==> config.mk <==
export PLATFORM = sky130hd
export DESIGN_NAME = l1_cache_maint_sequencer
export DESIGN_NICKNAME = d
export VERILOG_FILES = /design/src/rtl/l1_cache_maint_pkg.sv /design/src/rtl/l1_cache_maint_sequencer.sv
export SDC_FILE = /design/constraint.sdc
export NUM_CORES = 1
export LEC_CHECK = 0
export BUFFER_PORTS_ARGS = -buffer_cell sky130_fd_sc_hd__buf_2
export CAP_MARGIN = 15
export CORE_ASPECT_RATIO = 1.2
export CORE_MARGIN = 1.5
export CORE_UTILIZATION = 45
export CTS_CLUSTER_SIZE = 8
export DETAILED_ROUTE_END_ITERATION = 7
export PLACE_DENSITY = 0.64
export SYNTH_ARGS = -nofsm -noshare
export SYNTH_HDL_FRONTEND = slang
export SYNTH_SLANG_ARGS = --single-unit
export TNS_END_PERCENT = 1
==> constraint.sdc <==
create_clock -name CLK -period 2.22 [get_ports CLK]
set_clock_uncertainty 0.1 [all_clocks]
set_input_delay 0.222 -clock CLK [delete_from_list [all_inputs] [get_ports CLK]]
set_output_delay 0.222 -clock CLK [all_outputs]
set_load 0.03 [all_outputs]
==> src/rtl/l1_cache_maint_pkg.sv <==
// Shared types and step-ordering helpers for the L1 cache maintenance sequencer.
package l1_cache_maint_pkg;

    typedef enum logic [1:0] {
        FENCE_I = 2'd0,
        DFLUSH  = 2'd1,
        ICLEAR  = 2'd2,
        ALL     = 2'd3
    } maint_op_t;

    typedef enum logic [2:0] {
        ST_IDLE    = 3'd0,
        ST_D_FLUSH = 3'd1,
        ST_D_CLEAR = 3'd2,
        ST_I_CLEAR = 3'd3,
        ST_DONE    = 3'd4
    } maint_state_t;

    function automatic maint_state_t first_step(maint_op_t op);
        return (op == ICLEAR) ? ST_I_CLEAR : ST_D_FLUSH;
    endfunction

    // Step that follows a completed step; the D-side always runs before the I-side.
    function automatic maint_state_t step_after(maint_state_t st, maint_op_t op);
        maint_state_t nxt;
        nxt = ST_DONE;
        case (st)
            ST_D_FLUSH: begin
                if (op == FENCE_I)  nxt = ST_I_CLEAR;
                else if (op == ALL) nxt = ST_D_CLEAR;
                else                nxt = ST_DONE;
            end
            ST_D_CLEAR: nxt = ST_I_CLEAR;
            default:    nxt = ST_DONE;
        endcase
        return nxt;
    endfunction

endpackage

==> src/rtl/l1_cache_maint_sequencer.sv <==
// Sequences pipeline cache-maintenance ops into ordered, level-held flush/clear
// strobes toward the I/D L1 wrappers, with an optional per-step timeout.
module l1_cache_maint_sequencer
    import l1_cache_maint_pkg::*;
#(
    parameter int TIMEOUT_CYCLES = 4096
) (
    input  logic       CLK,
    input  logic       nRST,
    input  logic       req,
    input  logic [1:0] req_op,
    output logic       busy,
    output logic       ack,
    output logic       timeout_err,
    output logic       d_flush,
    output logic       d_clear,
    input  logic       d_flush_done,
    input  logic       d_clear_done,
    output logic       i_clear,
    input  logic       i_clear_done
);

    localparam int CNT_W = (TIMEOUT_CYCLES > 0) ? $clog2(TIMEOUT_CYCLES + 1) : 1;
    localparam logic [CNT_W-1:0] CNT_LAST =
        (TIMEOUT_CYCLES > 0) ? CNT_W'(TIMEOUT_CYCLES - 1) : '0;

    maint_state_t     state_q, state_d;
    maint_op_t        op_q, op_d;
    logic [CNT_W-1:0] cnt_q, cnt_d;
    logic             err_q, err_d;

    logic in_step;
    logic done_sel;
    logic tmo_hit;

    // NOTE: state is updated with non-blocking assignments so every register
    // samples the pre-edge values of the others.
    always_ff @(posedge CLK or negedge nRST) begin
        if (!nRST) begin
            state_q <= ST_IDLE;
            op_q    <= FENCE_I;
            cnt_q   <= '0;
            err_q   <= 1'b0;
        end else begin
            state_q <= state_d;
            op_q    <= op_d;
            cnt_q   <= cnt_d;
            err_q   <= err_d;
        end
    end

    assign in_step = (state_q == ST_D_FLUSH) || (state_q == ST_D_CLEAR) ||
                     (state_q == ST_I_CLEAR);

    // Only the done that matches the current step counts; stale or early dones fall away here.
    always_comb begin
        done_sel = 1'b0;
        case (state_q)
            ST_D_FLUSH: done_sel = d_flush_done;
            ST_D_CLEAR: done_sel = d_clear_done;
            ST_I_CLEAR: done_sel = i_clear_done;
            default:    done_sel = 1'b0;
        endcase
    end

    assign tmo_hit = (TIMEOUT_CYCLES > 0) && in_step && !done_sel && (cnt_q == CNT_LAST);

    // NOTE: every output of this block gets a default first so no latch is inferred.
    always_comb begin
        state_d = state_q;
        op_d    = op_q;
        err_d   = err_q;
        case (state_q)
            ST_IDLE: begin
                if (req) begin
                    op_d    = maint_op_t'(req_op);
                    err_d   = 1'b0;
                    state_d = first_step(maint_op_t'(req_op));
                end
            end
            ST_D_FLUSH, ST_D_CLEAR, ST_I_CLEAR: begin
                if (done_sel || tmo_hit) begin
                    state_d = step_after(state_q, op_q);
                    if (tmo_hit) err_d = 1'b1;
                end
            end
            ST_DONE: state_d = ST_IDLE;
            default: state_d = ST_IDLE;
        endcase

        // The counter restarts on every step entry and only runs while a step waits.
        if (!in_step || (state_d != state_q)) cnt_d = '0;
        else                                  cnt_d = cnt_q + CNT_W'(1);
    end

    always_comb begin
        busy        = (state_q != ST_IDLE);
        ack         = (state_q == ST_DONE);
        d_flush     = (state_q == ST_D_FLUSH);
        d_clear     = (state_q == ST_D_CLEAR);
        i_clear     = (state_q == ST_I_CLEAR);
        timeout_err = err_q;
    end

endmodule

Word level (Yosys, flattened, before mapping):

Index checks and enable logic that the tools add are counted.

* register bits after elaboration: 19
* input port bits: 8
* output and inout bits: 6
* word-level logic and storage cells: 44

* add/subtract/negate cells: 1
* equal/unequal tests: 11
* muxes and demuxes: 13
* reductions and logical operators: 15

Operator list (count)
* adder 13 x 1 -> 13 bit (second input constant): 1
* == test 13 x 12 -> 1 bit (second input constant): 1
* two-way mux 13 bit: 1
* two-way mux 3 bit: 4
* one-hot mux 3 bit (2 select lines): 2
* == test 3 x 2 -> 1 bit (second input constant): 2
* inequality test 2 bit (second input constant): 3
* == test 2 bit (second input constant): 2
* logical OR 1 bit: 4
* AND reduction 4 bit: 1
* == test 3 x 1 -> 1 bit (second input constant): 1
* == test 3 bit (second input constant): 1
* logical NOT 3 bit: 1
* two-way mux 1 bit: 3
* inequality test 3 bit: 1
* one-hot mux 1 bit (3 select lines): 1
* nonzero test 3 bit: 1
* OR reduction 3 bit: 1
* logical AND 1 bit: 2
* logical NOT 1 bit: 2
* logical NOT 2 bit: 1
* two-way mux 2 bit: 1
* one-hot mux 1 bit (2 select lines): 1
* AND reduction 2 bit: 1
* nonzero test 2 bit: 1

Logic depth before layout (Yosys ltp):

* word-level depth: 11
* gate-level depth with buffers: 7
* depth with buffers taken out: 6

Worst setup path after synthesis:

Ideal clock, no wire load.

* kind: register to register
* start point: reg cnt_q[0]
* end point: reg state_q[1]
* setup time: 0.126 ns
* arrival: 1.646 ns
* required time: 1.994 ns
* slack: 0.348 ns
* cell stages (with the launch flop): 7
* path buffers: 0
* period minus slack after synthesis: 1.872 ns
* path through: dfrtp_1 ha_1 and4_1 and4_1 a22oi_4 nor3_1 a311o_1

* longest elaborated chain between the ends: 5

Ends and longest elaborated chain
* start: declaration: RTL line l1_cache_maint_sequencer.sv:29 `logic [CNT_W-1:0] cnt_q, cnt_d;`
* start signal: assignment: RTL line l1_cache_maint_sequencer.sv:47 `cnt_q <= cnt_d;`
* == test 13 x 12 -> 1 bit: RTL line l1_cache_maint_sequencer.sv:66 `assign tmo_hit = (TIMEOUT_CYCLES > 0) && in_step && !done_sel && (cnt_q == CNT_LAST);`
* logical AND 1 bit: RTL line l1_cache_maint_sequencer.sv:66
* logical OR 1 bit: RTL line l1_cache_maint_sequencer.sv:82 `if (done_sel || tmo_hit) begin`
* two-way mux 3 bit: RTL line l1_cache_maint_sequencer.sv:82
* one-hot mux 3 bit (2 select lines): RTL line l1_cache_maint_sequencer.sv:73 `case (state_q)`
* via state_d[1]: RTL line l1_cache_maint_sequencer.sv:27 `maint_state_t state_q, state_d;`
* end signal: assignment: RTL line l1_cache_maint_sequencer.sv:45 `state_q <= state_d;`
* end: declaration: RTL line l1_cache_maint_sequencer.sv:27

The timed path passes the listed nets, and every way through them passes these cells.
A chain may end at the register's enable or synchronous reset.

Final worst setup path:

* start point: reg state_q[1]
* end point: reg state_q[0]

* longest elaborated chain between the ends: 8
* elaborated cells on any way between the ends: 15
* those cells by class: 3 x eq/ne; 4 x mux; 8 x reduce/logical

Ends and longest elaborated chain (RTL line)
* == test 3 x 2 -> 1 bit, or another cell as far along: l1_cache_maint_sequencer.sv:53, l1_cache_maint_sequencer.sv:58, l1_cache_maint_sequencer.sv:73
* one-hot mux 1 bit (3 select lines) or logical OR 1 bit (tied branches): l1_cache_maint_sequencer.sv:58, l1_cache_maint_sequencer.sv:52
* logical NOT 1 bit or logical OR 1 bit (tied branches): l1_cache_maint_sequencer.sv:66, l1_cache_maint_sequencer.sv:52
* logical AND 1 bit (2 in series): l1_cache_maint_sequencer.sv:66
* logical OR 1 bit: l1_cache_maint_sequencer.sv:82
* two-way mux 3 bit: l1_cache_maint_sequencer.sv:82
* one-hot mux 3 bit (2 select lines) (*): l1_cache_maint_sequencer.sv:73
* via state_d[0]: l1_cache_maint_sequencer.sv:27

The timed path passes the listed nets; every way through them passes the cells marked *.

==> flow_metrics.env <==
export IMPL_die_height_um=55.3
export IMPL_end_kind="register"
export IMPL_min_path_cells=2
export IMPL_power_density_nw_per_um2=972
export IMPL_met2WireLength_um=950
export IMPL_leakagePower_nw=0.552
export IMPL_cts_tree="built"
export IMPL_ant_nets=0
export IMPL_port_buffers=13
export IMPL_synthTopCellsByCount="19 x dfrtp_1, 14 x nor2_1, 6 x nand3_1, 6 x xor2_1"
export IMPL_die_w_um=46.6
export IMPL_drt_total_wl_um=1840
export IMPL_peakVddDrop_v=0.000588
export IMPL_globalRouteOverflowTotal=0
export IMPL_via_per_inst=5.18
export IMPL_synth_top_cell_area_share_pct=46.4
export IMPL_syn_area_um2=1020
export IMPL_synth_nets=113
export IMPL_max_freq_mhz=475
export IMPL_syn_inst=103
export IMPL_regToRegSetupSlack_ps=110
export IMPL_synth_async_sr_flop_share_pct=100
export IMPL_cts_sinks=19
export IMPL_vias=767
export IMPL_crit_fanout=12
export IMPL_nets=129
export IMPL_num_io_pins=14
export IMPL_drive_above_1_share_pct=21.2
export IMPL_hp_class="in2reg"
export IMPL_synth_seq_cells=19
export IMPL_first_pass_iters=4
export IMPL_antenna_cells=0
export IMPL_grt_usage_pct=16.2
export IMPL_drc=0
export IMPL_synth_most_common_cell="dfrtp_1"
export IMPL_insertion_delay_ps=290
export IMPL_ys_warn_count=0
export IMPL_start_util_pct=48.9
export IMPL_wl_per_cell_um=12.4
export IMPL_totalNegativeSetupSlack_ps=0
export IMPL_r2r_start="state_q[1]"
export IMPL_finalPower_mw=1.12
export IMPL_cp_start_kind="register"
export IMPL_numCtsBuffers=3
export IMPL_rsz0062_at_grt="no"
export IMPL_required_ps=2290
export IMPL_first_global_vias=720
export IMPL_antenna_found_initial=0
export IMPL_die_area_um2=2570
export IMPL_yosys_area_top_type="dfrtp_1"
export IMPL_area_growth_pct=12.6
export IMPL_cp_arrival_ps=2180
export IMPL_placementRows=18
export IMPL_worst_pin_slew_ps=452
export IMPL_h_tree_depth=1
export IMPL_hold_violations=0
export IMPL_m1WireLength_um=786
export IMPL_ys_seq_area_share_pct=46.4
export IMPL_cts_root_buffer_cell="clkbuf_4"
export IMPL_grt_max_degree=20
export IMPL_place_congestion=0.725
export IMPL_synth_area_top_cells="dfrtp_1 46%, nor2_1 5.1%, xor2_1 5.1%"
export IMPL_top_layer_used="met4"
export IMPL_grt_pass1_wl_um=2990
export IMPL_coreArea_um2=2090
export IMPL_ys_flop_type="dfrtp_1"
export IMPL_ctsLongestPathBuffers=2
export IMPL_period_share_pct=94.8
export IMPL_r2r_end="state_q[0]"
export IMPL_period_minus_slack_ps=2110
export IMPL_initialDrtViolationCount=7
export IMPL_status="finished clean"
export IMPL_path_class="reg2reg"
export IMPL_report_final_slew_viol_count=0
export IMPL_dp_hpwl_um=1430
export IMPL_setup_viol=0
export IMPL_slew_headroom_pct=69.9
export IMPL_synth_edf_count=0
export IMPL_synth_cell_types=30
export IMPL_met3_wirelength_um=56
export IMPL_reg2regPathDepth=5
export IMPL_syn_avg_cell_area_um2=9.95
export IMPL_maxCapViolCount=0
export IMPL_min_to="op_q[0]"
export IMPL_path_clk_slew_ps=100
export IMPL_min_from="req_op[0]"
-- logic make-up after synthesis --
| kind of cell | after synthesis | synth area share (%) |
|---|---|---|
| flops | 19 | 46.4 |
| compound gates | 10 | 9.64 |
| buf+inv | 9 | 3.54 |
| xor+xnor | 10 | 8.55 |
| mux | 3 | 3.66 |
| fa+ha+maj | 2 | 2.44 |
| simple gates | 50 | 25.8 |
-- power by group --
group          internal, mW  leakage, nW  switching [mW]
Clock                0.0698       0.0150          0.0962
Sequential            0.402        0.256          0.0761
Combinational         0.194        0.281           0.282
Total                 0.666        0.552           0.455
-- sequential cells by signal, indices dropped and copies added (netlist names) --
| register | flops |
|---|---|
| op_q | 2 |
| cnt_q | 13 |
| state_q | 3 |
| timeout_err | 1 |
-- critical path, stage by stage (launching register included) --
cell	delay, ps
dfrtp_1	560
mux2_4	350
a22o_4	270
a22oi_4	260
nor3_2	80
a2111oi_2	370
-- per-layer routing --
layer,vias up,track usage (%)
li1,382,-
met1,363,19.3
met2,18,27.0
met3,4,1.96
met4,0,8.57
met5,-,0
-- through the flow --
step                      hold WS (ps)  cells  cell area (um^2)  utilization, %  worst slack, ps
after global placement            79.9    143              1110            53.2              204
after floorplan                   -174    103              1020               -              348
after CTS                         71.9    148              1150            54.9             79.2
final                             83.3    148              1150            55.1              115
after detailed placement          80.1    143              1110            53.2             99.4
after global routing              71.6    148              1150            55.1            0.957
-- repair_timing --
item | 4_1_cts | 5_1_grt
gates resized for setup | 0 | 1
hold endpoints to repair | 19 | 0
setup buffers | 0 | 0
hold buffers | 1 | 0
endpoints found under the setup margin | 0 | 1
-- placed cells by master, fill, tap and decap left out --
cell type and count:
a2111oi_2 1, a21oi_1 3, a22o_4 1, a22oi_4 1, a311o_1 1, and2_1 2, and3_1 3, and4_1 3
buf_2 13, clkbuf_1 1, clkbuf_4 3, dfrtp_1 19, dlygate4sd3_1 1, ha_1 2, inv_1 5, inv_2 1
mux2_2 2, mux2_4 1, nand2_1 5, nand2b_1 2, nand3_1 6, nand4_1 2, nor2_1 14, nor2b_1 5
nor3_1 5, nor3_2 1, nor3b_1 1, o21a_1 2, o21ai_2 1, or3_1 1, xnor2_1 4, xor2_1 6
-- how the worst max path moves through the flow --
| stage | slack, ps | from | endpoint |
|---|---|---|---|
| after floorplan | 350 | cnt_q[0] | state_q[1] |
| after global placement | 200 | state_q[1] | state_q[0] |
| after detailed placement | 100 | state_q[1] | state_q[0] |
| after CTS | 80 | state_q[1] | state_q[0] |
| after global routing | 1 | cnt_q[0] | state_q[0] |
| final | 110 | state_q[1] | state_q[0] |
-- final cells by class --
type                       count  area, um^2
timing repair buffer          14        75.1
fill                         205         941
multi-input combinational     75         517
sequential                    19         475
clock buffer                   4        26.3
tap                           30        37.5
inverter                       6        22.5
No activity file was read; power rests on OpenSTA's default activity.
